### src/rtl/axi4_lite_slave_regfile_if.sv
// AXI4-Lite five-channel bundle between a master adaptor and a register-file responder.
interface axi4_lite_slave_regfile_if #(
   parameter int ADDR_WIDTH = 32
);
   logic [ADDR_WIDTH-1:0] awaddr;
   logic [2:0]            awprot;
   logic                  awvalid;
   logic                  awready;
   logic [31:0]           wdata;
   logic [3:0]            wstrb;
   logic                  wvalid;
   logic                  wready;
   logic [1:0]            bresp;
   logic                  bvalid;
   logic                  bready;
   logic [ADDR_WIDTH-1:0] araddr;
   logic [2:0]            arprot;
   logic                  arvalid;
   logic                  arready;
   logic [31:0]           rdata;
   logic [1:0]            rresp;
   logic                  rvalid;
   logic                  rready;

   modport master (
      output awaddr, awprot, awvalid, input awready,
      output wdata, wstrb, wvalid,    input wready,
      input  bresp, bvalid,           output bready,
      output araddr, arprot, arvalid, input arready,
      input  rdata, rresp, rvalid,    output rready
   );

   modport slave (
      input  awaddr, awprot, awvalid, output awready,
      input  wdata, wstrb, wvalid,    output wready,
      output bresp, bvalid,           input bready,
      input  araddr, arprot, arvalid, output arready,
      output rdata, rresp, rvalid,    input rready
   );
endinterface

### src/rtl/axi4_lite_slave_regfile.sv
// AXI4-Lite responder backed by NUM_REGS 32-bit byte-writable registers.
// Independent write (W_IDLE/W_RESP) and read (R_IDLE/R_DATA) FSMs; out-of-range
// accesses return SLVERR without touching the registers.
module axi4_lite_slave_regfile #(
   parameter int ADDR_WIDTH = 32,
   parameter int NUM_REGS   = 8
) (
   input  logic                       aclk,
   input  logic                       aresetn,
   axi4_lite_slave_regfile_if.slave   bus,
   output logic [NUM_REGS*32-1:0]     reg_q
);

   localparam int                    IDX_W     = $clog2(NUM_REGS);
   localparam logic [ADDR_WIDTH-3:0] REG_LIMIT = (ADDR_WIDTH-2)'(NUM_REGS);
   localparam logic [1:0]            RESP_OKAY   = 2'b00;
   localparam logic [1:0]            RESP_SLVERR = 2'b10;

   typedef enum logic { W_IDLE, W_RESP } w_state_t;
   typedef enum logic { R_IDLE, R_DATA } r_state_t;

   w_state_t w_state;
   r_state_t r_state;

   logic [31:0]           regs [NUM_REGS];
   logic                  aw_held;
   logic                  w_held;
   logic [ADDR_WIDTH-1:0] aw_addr_q;
   logic [31:0]           w_data_q;
   logic [3:0]            w_strb_q;

   logic                  aw_hs;
   logic                  w_hs;
   logic                  commit;
   logic [ADDR_WIDTH-1:0] commit_addr;
   logic [31:0]           commit_data;
   logic [3:0]            commit_strb;
   logic                  unused_bits;

   // Word index lies in bits [ADDR_WIDTH-1:2]; anything at or beyond NUM_REGS is an error.
   function automatic logic in_range(input logic [ADDR_WIDTH-1:0] addr);
      return addr[ADDR_WIDTH-1:2] < REG_LIMIT;
   endfunction

   assign unused_bits = ^{bus.awprot, bus.arprot, bus.awaddr[1:0], bus.araddr[1:0]};

   // Merge live handshakes with already-latched halves so the commit can happen on the
   // same edge that delivers the second (or both) of AW and W.
   always_comb begin
      aw_hs       = bus.awvalid && bus.awready;
      w_hs        = bus.wvalid && bus.wready;
      commit      = (aw_held || aw_hs) && (w_held || w_hs);
      commit_addr = aw_hs ? bus.awaddr : aw_addr_q;
      commit_data = w_hs  ? bus.wdata  : w_data_q;
      commit_strb = w_hs  ? bus.wstrb  : w_strb_q;
   end

   // Write FSM: collects AW and W in any order, commits strobed bytes, holds B until accepted.
   always_ff @(posedge aclk or negedge aresetn) begin
      if (!aresetn) begin
         w_state     <= W_IDLE;
         aw_held     <= 1'b0;
         w_held      <= 1'b0;
         aw_addr_q   <= '0;
         w_data_q    <= '0;
         w_strb_q    <= '0;
         bus.awready <= 1'b1;
         bus.wready  <= 1'b1;
         bus.bvalid  <= 1'b0;
         bus.bresp   <= RESP_OKAY;
         for (int unsigned k = 0; k < NUM_REGS; k++) begin
            regs[k] <= '0;
         end
      end else begin
         case (w_state)
            W_IDLE: begin
               if (commit) begin
                  if (in_range(commit_addr)) begin
                     for (int unsigned b = 0; b < 4; b++) begin
                        if (commit_strb[b]) begin
                           regs[commit_addr[2 +: IDX_W]][8*b +: 8] <= commit_data[8*b +: 8];
                        end
                     end
                     bus.bresp <= RESP_OKAY;
                  end else begin
                     bus.bresp <= RESP_SLVERR;
                  end
                  bus.bvalid  <= 1'b1;
                  aw_held     <= 1'b0;
                  w_held      <= 1'b0;
                  bus.awready <= 1'b0;
                  bus.wready  <= 1'b0;
                  w_state     <= W_RESP;
               end else begin
                  if (aw_hs) begin
                     aw_held     <= 1'b1;
                     aw_addr_q   <= bus.awaddr;
                     bus.awready <= 1'b0;
                  end
                  if (w_hs) begin
                     w_held     <= 1'b1;
                     w_data_q   <= bus.wdata;
                     w_strb_q   <= bus.wstrb;
                     bus.wready <= 1'b0;
                  end
               end
            end
            W_RESP: begin
               if (bus.bready) begin
                  bus.bvalid  <= 1'b0;
                  bus.awready <= 1'b1;
                  bus.wready  <= 1'b1;
                  w_state     <= W_IDLE;
               end
            end
            default: w_state <= W_IDLE;
         endcase
      end
   end

   // Read FSM: samples the register on the AR edge (pre-write value), holds R until accepted.
   always_ff @(posedge aclk or negedge aresetn) begin
      if (!aresetn) begin
         r_state     <= R_IDLE;
         bus.arready <= 1'b1;
         bus.rvalid  <= 1'b0;
         bus.rresp   <= RESP_OKAY;
         bus.rdata   <= '0;
      end else begin
         case (r_state)
            R_IDLE: begin
               if (bus.arvalid && bus.arready) begin
                  if (in_range(bus.araddr)) begin
                     bus.rdata <= regs[bus.araddr[2 +: IDX_W]];
                     bus.rresp <= RESP_OKAY;
                  end else begin
                     bus.rdata <= '0;
                     bus.rresp <= RESP_SLVERR;
                  end
                  bus.rvalid  <= 1'b1;
                  bus.arready <= 1'b0;
                  r_state     <= R_DATA;
               end
            end
            R_DATA: begin
               if (bus.rready) begin
                  bus.rvalid  <= 1'b0;
                  bus.arready <= 1'b1;
                  r_state     <= R_IDLE;
               end
            end
            default: r_state <= R_IDLE;
         endcase
      end
   end

   // Flatten the register bank onto reg_q with no added latency.
   always_comb begin
      reg_q = '0;
      for (int unsigned k = 0; k < NUM_REGS; k++) begin
         reg_q[32*k +: 32] = regs[k];
      end
   end

endmodule

### src/flat_wrapper.sv
// flat-port wrapper written by rule: the top's interface ports become plain ports
module axi4_lite_slave_regfile_flat 
#(
   parameter int ADDR_WIDTH = 32,
   parameter int NUM_REGS   = 8
)
  (aclk, aresetn, reg_q, bus_awaddr, bus_awprot, bus_awvalid, bus_awready, bus_wdata, bus_wstrb, bus_wvalid, bus_wready, bus_bresp, bus_bvalid, bus_bready, bus_araddr, bus_arprot, bus_arvalid, bus_arready, bus_rdata, bus_rresp, bus_rvalid, bus_rready);
  axi4_lite_slave_regfile_if #(.ADDR_WIDTH(ADDR_WIDTH)) bus_i ();
  input  logic aclk;
  input  logic aresetn;
  output logic [NUM_REGS*32-1:0] reg_q;
  input wire logic [$bits(bus_i.awaddr)-1:0] bus_awaddr;
  input wire logic [$bits(bus_i.awprot)-1:0] bus_awprot;
  input wire logic [$bits(bus_i.awvalid)-1:0] bus_awvalid;
  output wire logic [$bits(bus_i.awready)-1:0] bus_awready;
  input wire logic [$bits(bus_i.wdata)-1:0] bus_wdata;
  input wire logic [$bits(bus_i.wstrb)-1:0] bus_wstrb;
  input wire logic [$bits(bus_i.wvalid)-1:0] bus_wvalid;
  output wire logic [$bits(bus_i.wready)-1:0] bus_wready;
  output wire logic [$bits(bus_i.bresp)-1:0] bus_bresp;
  output wire logic [$bits(bus_i.bvalid)-1:0] bus_bvalid;
  input wire logic [$bits(bus_i.bready)-1:0] bus_bready;
  input wire logic [$bits(bus_i.araddr)-1:0] bus_araddr;
  input wire logic [$bits(bus_i.arprot)-1:0] bus_arprot;
  input wire logic [$bits(bus_i.arvalid)-1:0] bus_arvalid;
  output wire logic [$bits(bus_i.arready)-1:0] bus_arready;
  output wire logic [$bits(bus_i.rdata)-1:0] bus_rdata;
  output wire logic [$bits(bus_i.rresp)-1:0] bus_rresp;
  output wire logic [$bits(bus_i.rvalid)-1:0] bus_rvalid;
  input wire logic [$bits(bus_i.rready)-1:0] bus_rready;
  assign bus_i.awaddr = bus_awaddr;
  assign bus_i.awprot = bus_awprot;
  assign bus_i.awvalid = bus_awvalid;
  assign bus_awready = bus_i.awready;
  assign bus_i.wdata = bus_wdata;
  assign bus_i.wstrb = bus_wstrb;
  assign bus_i.wvalid = bus_wvalid;
  assign bus_wready = bus_i.wready;
  assign bus_bresp = bus_i.bresp;
  assign bus_bvalid = bus_i.bvalid;
  assign bus_i.bready = bus_bready;
  assign bus_i.araddr = bus_araddr;
  assign bus_i.arprot = bus_arprot;
  assign bus_i.arvalid = bus_arvalid;
  assign bus_arready = bus_i.arready;
  assign bus_rdata = bus_i.rdata;
  assign bus_rresp = bus_i.rresp;
  assign bus_rvalid = bus_i.rvalid;
  assign bus_i.rready = bus_rready;
  axi4_lite_slave_regfile #(.ADDR_WIDTH(ADDR_WIDTH), .NUM_REGS(NUM_REGS)) u_core (.aclk(aclk), .aresetn(aresetn), .bus(bus_i), .reg_q(reg_q));
endmodule
### config.mk
export PLATFORM = sky130hd
export DESIGN_NAME = axi4_lite_slave_regfile_flat
export DESIGN_NICKNAME = d
export VERILOG_FILES = /design/src/rtl/axi4_lite_slave_regfile_if.sv /design/src/rtl/axi4_lite_slave_regfile.sv /design/src/flat_wrapper.sv
export SDC_FILE = /design/constraint.sdc
export NUM_CORES = 1
export LEC_CHECK = 0
export ABC_AREA = 1
export CORE_ASPECT_RATIO = 0.9
export CORE_UTILIZATION = 40
export DETAILED_ROUTE_END_ITERATION = 8
export PLACE_DENSITY = 0.66
export SYNTH_ARGS = -nofsm -noshare
export SYNTH_HDL_FRONTEND = slang
export SYNTH_SLANG_ARGS = --single-unit
### constraint.sdc
create_clock -name aclk -period 2.5 [get_ports aclk]
set_input_delay 0.5 -clock aclk [delete_from_list [all_inputs] [get_ports aclk]]
set_output_delay 0.5 -clock aclk [all_outputs]
set_load 0.1 [all_outputs]
## Word-level counts from Yosys, hierarchy flattened

Cells that the tools add are included.

- Bits of input ports: 113
- Memory bits (read-only): 0
- Latch bits: 0
- Register bits after elaboration: 369
- Memory bits (writable): 0
- Memories: 0

- Add/subtract/negate cells: 0
- Mux-type cells: 60
- Multipliers: 0
- Reductions and logical operators: 20
- Equality and inequality tests: 6
- Divide/modulo/power cells: 0
- Shift-type cells: 0
- Bitwise operators: 5
- Order comparisons: 5

Operator list:

| kind | count |
|---|---|
| 2-to-1 mux 256 bit | 13 |
| bitwise mux 256 bit | 4 |
| demux 32 bit (select 3 bit) | 4 |
| 2-to-1 mux 32 bit | 6 |
| binary-select mux 32 bit (select 3 bit) | 1 |
| < comparator 30 x 4 -> 1 bit (second input constant) | 2 |
| 2-to-1 mux 24 bit | 1 |
| 2-to-1 mux 1 bit | 19 |
| AND reduction 2 bit | 9 |
| 2-to-1 mux 16 bit | 1 |
| case mux 1 bit (2 select lines) | 7 |
| >= comparator 4 bit (second input constant) | 2 |
| 2-to-1 mux 8 bit | 1 |
| NOT 3 -> 4 bit | 2 |
| inequality test 3 x 1 -> 1 bit (second input constant) | 2 |
| AND reduction 3 bit | 2 |
| logical AND 1 bit | 5 |
| < comparator 4 x 1 -> 1 bit (second input constant) | 1 |
| 2-to-1 mux 2 bit | 2 |
| 2-to-1 mux 4 bit | 1 |
| inequality test 2 x 1 -> 1 bit (second input constant) | 2 |
| inequality test 2 bit (second input constant) | 2 |
| nonzero test 2 bit | 2 |
| NOT 1 bit | 3 |
| logical OR 1 bit | 2 |

## Logic depth before layout (Yosys ltp)

Gate-level depths: netlist (run 1).

- Word-level depth: 24
- Gate-level depth with buffers: 15
- Depth with buffers taken out: 11

## Worst setup path after synthesis (run 1)

OpenSTA, ideal clock, no wires.

- Path type: reg-to-reg
- Start: reg u_core.bus.awready
- End: reg u_core.regs, in the netlist u_core.reg_q[100]
- Setup slack: -0.001 ns
- Buffers on the path: 3
- Cell stages (with the launch flop): 13
- Data arrival time: 2.378 ns
- Cell sequence: dfstp_2 buf_2 nand2_4 buf_6 nand2_1 nand2_1 nor2_1 nand3b_1 nor2_4 buf_6 nand4_4 nand2_1 nand2_1

- Cells in the longest elaborated chain, start to end: 24
- Elaborated cells between the ends (all ways): 32

Ends and longest elaborated chain:

| item | RTL line | source |
|---|---|---|
| from (decl) | axi4_lite_slave_regfile_if.sv:34 | `input awaddr, awprot, awvalid, output awready,` |
| from (signal assigned) | axi4_lite_slave_regfile.sv:67 | `bus.awready <= 1'b1;` |
| from (signal assigned) | axi4_lite_slave_regfile.sv:91 | `bus.awready <= 1'b0;` |
| from (signal assigned) | axi4_lite_slave_regfile.sv:98 | `bus.awready <= 1'b0;` |
| logical AND 1 bit * | axi4_lite_slave_regfile.sv:50 | `aw_hs = bus.awvalid && bus.awready;` |
| 2-to-1 mux 32 bit | axi4_lite_slave_regfile.sv:53 | `commit_addr = aw_hs ? bus.awaddr : aw_addr_q;` |
| NOT 3 -> 4 bit (not written as such) | axi4_lite_slave_regfile.sv:81 | `regs[commit_addr[2 +: IDX_W]][8*b +: 8] <= commit_data[8*b +: 8];` |
| >= comparator 4 bit (not written as such) or < comparator 4 x 1 -> 1 bit (tied branches) | axi4_lite_slave_regfile.sv:81 |  |
| logical AND 1 bit (not written as such) | axi4_lite_slave_regfile.sv:81 |  |
| 2-to-1 mux 8 bit (not written as such) | axi4_lite_slave_regfile.sv:81 |  |
| demux 32 bit (select 3 bit) | axi4_lite_slave_regfile.sv:81 |  |
| bitwise mux 256 bit | axi4_lite_slave_regfile.sv:81 |  |
| [... 8 more ...] | -- |  |
| 2-to-1 mux 256 bit | axi4_lite_slave_regfile.sv:75 | `case (w_state)` |
| bitwise mux 256 bit | axi4_lite_slave_regfile.sv:81 |  |
| 2-to-1 mux 256 bit | axi4_lite_slave_regfile.sv:80 | `if (commit_strb[b]) begin` |
| 2-to-1 mux 256 bit | axi4_lite_slave_regfile.sv:78 | `if (in_range(commit_addr)) begin` |
| 2-to-1 mux 256 bit | axi4_lite_slave_regfile.sv:77 | `if (commit) begin` |
| 2-to-1 mux 256 bit | axi4_lite_slave_regfile.sv:75 |  |
| bitwise mux 256 bit | axi4_lite_slave_regfile.sv:81 |  |
| 2-to-1 mux 256 bit | axi4_lite_slave_regfile.sv:80 |  |
| to (signal, indexed assignment) | axi4_lite_slave_regfile.sv:81 |  |
| to (decl) | axi4_lite_slave_regfile.sv:25 | `logic [31:0] regs [NUM_REGS];` |

Every way passes the cells marked *; elsewhere a longest branch is shown, timed or not. The select of a mux whose other input is x is not followed.
A chain may end at the register's enable or synchronous reset.

## Final worst setup path (run 1)

- Start: reg u_core.bus.awready
- End: reg u_core.regs, in the netlist u_core.reg_q[105]

- Cells in the longest elaborated chain, start to end: 21
- Elaborated cells between the ends (all ways): 32

Ends and longest elaborated chain:

| item | RTL line |
|---|---|
| logical AND 1 bit * | axi4_lite_slave_regfile.sv:50 |
| 2-to-1 mux 32 bit | axi4_lite_slave_regfile.sv:53 |
| NOT 3 -> 4 bit (not written as such) | axi4_lite_slave_regfile.sv:81 |
| demux 32 bit (select 3 bit) | axi4_lite_slave_regfile.sv:81 |
| bitwise mux 256 bit | axi4_lite_slave_regfile.sv:81 |
| 2-to-1 mux 256 bit | axi4_lite_slave_regfile.sv:80 |
| 2-to-1 mux 256 bit | axi4_lite_slave_regfile.sv:78 |
| 2-to-1 mux 256 bit | axi4_lite_slave_regfile.sv:77 |
| [... 5 more ...] | -- |
| 2-to-1 mux 256 bit | axi4_lite_slave_regfile.sv:75 |
| bitwise mux 256 bit | axi4_lite_slave_regfile.sv:81 |
| 2-to-1 mux 256 bit | axi4_lite_slave_regfile.sv:80 |
| 2-to-1 mux 256 bit | axi4_lite_slave_regfile.sv:78 |
| 2-to-1 mux 256 bit | axi4_lite_slave_regfile.sv:77 |
| 2-to-1 mux 256 bit | axi4_lite_slave_regfile.sv:75 |
| bitwise mux 256 bit | axi4_lite_slave_regfile.sv:81 |
| 2-to-1 mux 256 bit | axi4_lite_slave_regfile.sv:80 |

Marks and branches as above.

==> impl_metrics.toml, run 1 <==
[outcome]
run_status = "completed"

[placed_design]
gp_congestion = 0.9274
place_area_um2 = 23850
hpwlAfterDp_um = 49120
io_buffer_count = 397

[detailed_routing]
avgViaCountPerCell = 5.667
dr.first_iter.drc_count = 1890
drc = 0
via_count = 19143
wire_per_inst_um = 21.36
ant_nets = 0
drt_pass1_iterations = 6
drt-total-wl_um = 72140

[critical_path]
path_cells = "nand2_8, buf_12, nand2_4, nand2_1, nor2_1, nand2_1, inv_1, nand2_2, nor2_4, buf_12, buf_12, nand4_4, nand2_2, nand2_1"
crit_fanout = 8
crit_buf_inv = 4
crit_path_end_kind = "flip-flop"
crit_required_ps = 2960
crit_path_start_kind = "flip-flop"
slowest_stage = "dfstp_4"
critPathKind = "flip-flop to flip-flop"
crit_family = "simple AND/OR/NAND/NOR gates"
rrSetupSlack_ps = 7
max_stage_delay_ps = 670
worstPathArrival_ps = 2960

[clocking]
cts_buffers = 42
cts_buffer_depth = 3
cts_root_buffer = "clkbuf_16"
cts_tree = "yes"
htree_levels = 2
worstSkewPairLatency_ps = 580
cts_sinks = 365
clk_pin_slew_worst_paths_ps = 60

[power]
power_density_nw_per_um2 = 864.0
peakVddDrop_mv = 0.7525
power.total_mw = 22.40
leakage_nw = 13.49

[finish]
final_common_cell = "nand2_1"
syn2layout_area_growth_pct = 39.40
final_core_util_pct = 56.80
nets = 2850
final_area_um2 = 25930
final_cell_mix = "666 x nand2_1, 442 x buf_4, 362 x dfrtp_1"
layout-drive-gt1-share_pct = 25.65

[global_route]
grt-ovfl-total = 0
grt_pass1_vias = 17929
grt_antenna_before_repair = 2
gr-usage-all-layers_pct = 28.94
grt_max_degree = 74
grt_pass1_wl_um = 106100

[synth]
synth_largest_area_cell = "dfrtp_1"
synth_seq_cells = 365
synth-edff-count = 0
yosysWarnings = 0
synthCells = 2250
synth_flop_cell = "dfrtp_1"
netlist_area_um2 = 18600
yosysUniqueCellTypes = 39
synth-seq-area-share_pct = 49.13
netlist.area_leader.share_pct = 48.71
syn_area_per_cell_um2 = 8.266
ys_top_cells_by_area = "dfrtp_1 49%, nand2_1 15%, nand4_1 8.6%, o21ai_0 5.3%, nor2_1 4.2%"
synthArstFlopShare_pct = 100.0

[floorplan]
core-area_um2 = 45650
fp.dieH_um = 206.6
die_area_um2 = 47360
initial_core_util_pct = 40.75
die_x_um = 229.3
io_pins = 410
rows = 74

[timing]
fin_crit_sh_pct = 99.72
setup_violations = 0
slew_violations = 0
relSlewSlack_pct = 38.14
rsz0062_at_grt = "true"
maxClockFrequency_mhz = 401.1
period_needed_ps = 2493
fin_worst_skew_ps = 24.86
worst_pin_slew_ps = 926.8
hold_violations = 0

[worst_hold_path]
worst_hold_path_type = "input port to async pin"

[job]
cap_violations = 0
[what timing repair did]
item | CTS | global route
pin swaps | 0 | 46
hold buffers | 1 | 0
gates cloned | 0 | 10
setup buffers | 0 | 7
resized for setup | 1 | 88
hold endpoints to repair | 35 | 0
endpoints found under the setup margin | 3 | 256
[cells in the mapped netlist, types with 32 or more instances]
cell and count:
nand3_1 50, nor2_1 208, buf_2 67, dfrtp_1 362
nand4_1 257, clkbuf_1 61, o221ai_1 32, a21oi_1 38
inv_1 83, nand2_1 721, o21ai_0 198
[metrics by stage]
step | cells | setup TNS [ps] | worst slack, ps | hold WS [ps]
floorplan | 2251 | 0 | 105.6 | 204.4
global placement | 3283 | -78570 | -383.2 | 442.5
detailed placement | 3283 | -82110 | -386.6 | 445.5
CTS | 3359 | 0 | 18.55 | 455.0
global route | 3377 | -13870 | -113.7 | 462.2
finish | 3378 | 0 | 6.921 | 436.5
[worst reg2reg max path: stages (launching register included)]
cell and delay [ps]:
dfstp_4 670, nand2_8 80, buf_12 170, nand2_4 70
nand2_1 60, nor2_1 120, nand2_1 90, inv_1 80
nand2_2 80, nor2_4 220, buf_12 190, buf_12 170
nand4_4 220, nand2_2 140, nand2_1 60
[flip-flops by register name, summed over array words and instances, names as in the netlist]
signal,count
u_core.bus.bvalid,1
u_core.r_state,1
u_core.bus.rvalid,1
u_core.aw_addr_q,30
u_core.bus.bresp,1
u_core.w_strb_q,4
u_core.w_data_q,32
u_core.bus.wready,1
u_core.w_state,1
u_core.aw_held,1
u_core.reg_q,256
u_core.bus.arready,1
u_core.bus.rresp,1
u_core.w_held,1
u_core.bus.rdata,32
u_core.bus.awready,1
[cells by family after synthesis]
family	Yosys count	synth area share, %
buffers and inverters	259	6.539
AND/OR/NAND/NOR	1286	33.44
AO/OA/AOI/OAI	324	10.06
other	1	0.02016
multiplexers	15	0.8072
flip-flops	365	49.13
[final cells by class]
type / count / area (um2)
antenna: 2 / 5.005
clock buffer: 65 / 1301
clock inverter: 10 / 136.4
fill: 4097 / 19720
inverter: 86 / 329.1
multi-input combinational: 1627 / 8477
sequential: 365 / 9141
tap: 608 / 760.7
timing repair buffer: 615 / 5777
[report_power, final]
group	internal [mW]	switching (mW)	leakage (nW)
logic	3.13	5.99	7.84
clock network	3.89	2.53	0.697
registers	6.55	0.310	4.95
total	13.6	8.83	13.5
[worst paths after layout]
path                                 startpoint              endpoint  cells after the start
hold / removal                          aresetn    u_core.w_data_q[4]                      2
setup / recovery             u_core.bus.awready     u_core.reg_q[105]                     14
hold reg to reg            u_core.bus.rdata[26]  u_core.bus.rdata[26]                      2
min in group aclk          u_core.bus.rdata[26]  u_core.bus.rdata[26]                      2
max in group asynchronous               aresetn     u_core.bus.wready                      3
setup reg to reg             u_core.bus.awready     u_core.reg_q[105]                     14
[routing by layer]
layer / wire, um / track usage, %
met1: 30050 / 40.00
met2: 33360 / 45.68
met3: 6835 / 5.495
met4: 1904 / 9.952
met5: 0 / 0
No activity file was read; power rests on OpenSTA's default activity.
==> run 2, diff against run 1 <==
clock period = 3.04 ns   (was 2.5 ns; I/O delays follow)
==> impl_metrics.toml, run 2 (synthesis results as in run 1) <==
[placed_design]
dp_cells = 3203
gp_congestion = 0.8773
hpwlAfterDp_um = 47140
place_area_um2 = 23030
io_buffer_count = 397

[detailed_routing]
met3_length_um = 6038
drc = 0
drt-total-wl_um = 69270
drt-met1-wl_um = 28910
via_count = 18659
dr.first_iter.drc_count = 1889
avgViaCountPerCell = 5.689
wire_per_inst_um = 21.12
drt_pass1_iterations = 6
ant_nets = 0
wl_met2_um = 32390
highest_layer = "met4"

[critical_path]
crit_required_ps = 3530
crit_family = "buffers and inverters"
crit_fanout = 41
reg2reg_from = "u_core.bus.awready"
critPathLaunch = "bus_awvalid"
max_stage_delay_ps = 610
crit_path_start_kind = "input port"
path_cells = "clkdlybuf4s50_1, nand2_4, buf_12, nand2_1, nand2_1, nor2_1, nand2_1, nor2_1, nand2_1, nor2_4, buf_12, buf_12, nand4_1, nand2_1"
crit_end = "u_core.reg_q[148]"
critPathKind = "input port to flip-flop"
worstRegToRegCells = 13
crit_top_cell = "nand2_1"
slowest_stage = "clkdlybuf4s50_1"
rrSetupSlack_ps = 460
reg2reg_to = "u_core.reg_q[148]"
worstSetupPathDepth = 14
crit_path_end_kind = "flip-flop"
worstPathArrival_ps = 3070
crit_buf_inv = 4

[timing]
period_needed_ps = 2581
setup_violations = 0
maxClockFrequency_mhz = 387.4
tns_ps = 0
rsz0062_at_grt = "false"
fin_worst_skew_ps = 19.36
fin_crit_sh_pct = 84.91
hold_violations = 0
worst_pin_slew_ps = 844.5
relSlewSlack_pct = 43.70
slew_violations = 0

[finish]
final_cell_mix = "720 x nand2_1, 383 x buf_4, 362 x dfrtp_1"
final_area_um2 = 24460
final_core_util_pct = 53.59
final_common_cell = "nand2_1"
syn2layout_area_growth_pct = 31.52
layout-drive-gt1-share_pct = 20.60
largest_register_ffs = 256
instances_no_fill = 3280
nets = 2752

[clocking]
worstSkewPairLatency_ps = 570
clk_pin_slew_worst_paths_ps = 60
postCtsSetupRepairBufs = 0
cts_tree = "yes"
cts_sinks = 365
cts_root_buffer = "clkbuf_16"
htree_levels = 2
cts_buffers = 42
cts_resized = 0
cts_buffer_depth = 3
hold_buffers = 0

[job]
cap_violations = 0

[floorplan]
core-area_um2 = 45650
fp.dieH_um = 206.6
io_pins = 410
die_x_um = 229.3
die_area_um2 = 47360
rows = 74
initial_core_util_pct = 40.75

[global_route]
grt_pass1_vias = 17367
grt_max_degree = 85
grt-ovfl-total = 0
grt_antenna_before_repair = 2
grt_pass1_wl_um = 104700
gr-usage-all-layers_pct = 28.69

[outcome]
run_status = "completed"

[worst_hold_path]
worst_hold_path_type = "input port to async pin"

[power]
power_density_nw_per_um2 = 709.8
leakage_nw = 12.81
peakVddDrop_mv = 0.5079
[run 2: cell type report]
class,instances,area [um2]
multi-input cells,1627,8264
clock buffers,70,1370
clock inverters,5,53.80
inverters,86,329.1
well taps,608,760.7
repair buffers,517,4542
fillers,4165,21180
flip-flops and latches,365,9138
diodes,2,5.005
[run 2: metal layers]
layer,vias up,global-route usage [%]
met1,9093,39.55
met4,0,9.786
met5,-,0
met2,972,45.90
met3,122,4.876
li1,8472,-
[run 2: report_power, final]
group / switching (mW) / internal [mW]
Combinational: 4.69 / 1.84
Clock: 2.08 / 3.14
Sequential: 0.232 / 5.38
Total: 7.00 / 10.4
[run 2: how the worst min path moves through the flow]
| stage | from | endpoint | cells past startpoint |
|---|---|---|---|
| 4_1_cts | aresetn | u_core.aw_addr_q[14] | 1 |
| 6_report | aresetn | u_core.w_data_q[4] | 1 |
| 3_5_place_dp | u_core.bus.rdata[26] | u_core.bus.rdata[26] | 2 |
| 2_1_floorplan | aresetn | u_core.aw_addr_q[10] | 0 |
| 5_1_grt | aresetn | u_core.w_data_q[2] | 1 |
| 3_3_place_gp | u_core.bus.rdata[27] | u_core.bus.rdata[27] | 2 |
[run 2: stage by stage]
step | power, mW | setup slack [ps] | hold WS, ps
3_3_place_gp | 11.95 | -50.93 | 464.6
6_report | 17.36 | 458.9 | 9.129
3_5_place_dp | 12.11 | -79.77 | 467.3
4_1_cts | 17.37 | 461.8 | 33.71
2_1_floorplan | 9.685 | 539.4 | 312.4
5_1_grt | 18.21 | 263.2 | 53.86
[run 2: worst reg2reg max path: cells and delay by family (launching register included)]
family                 cells  cell delay, ps
buffers and inverters      3             710
DFF                        1             650
and+or+nand+nor           10            1130
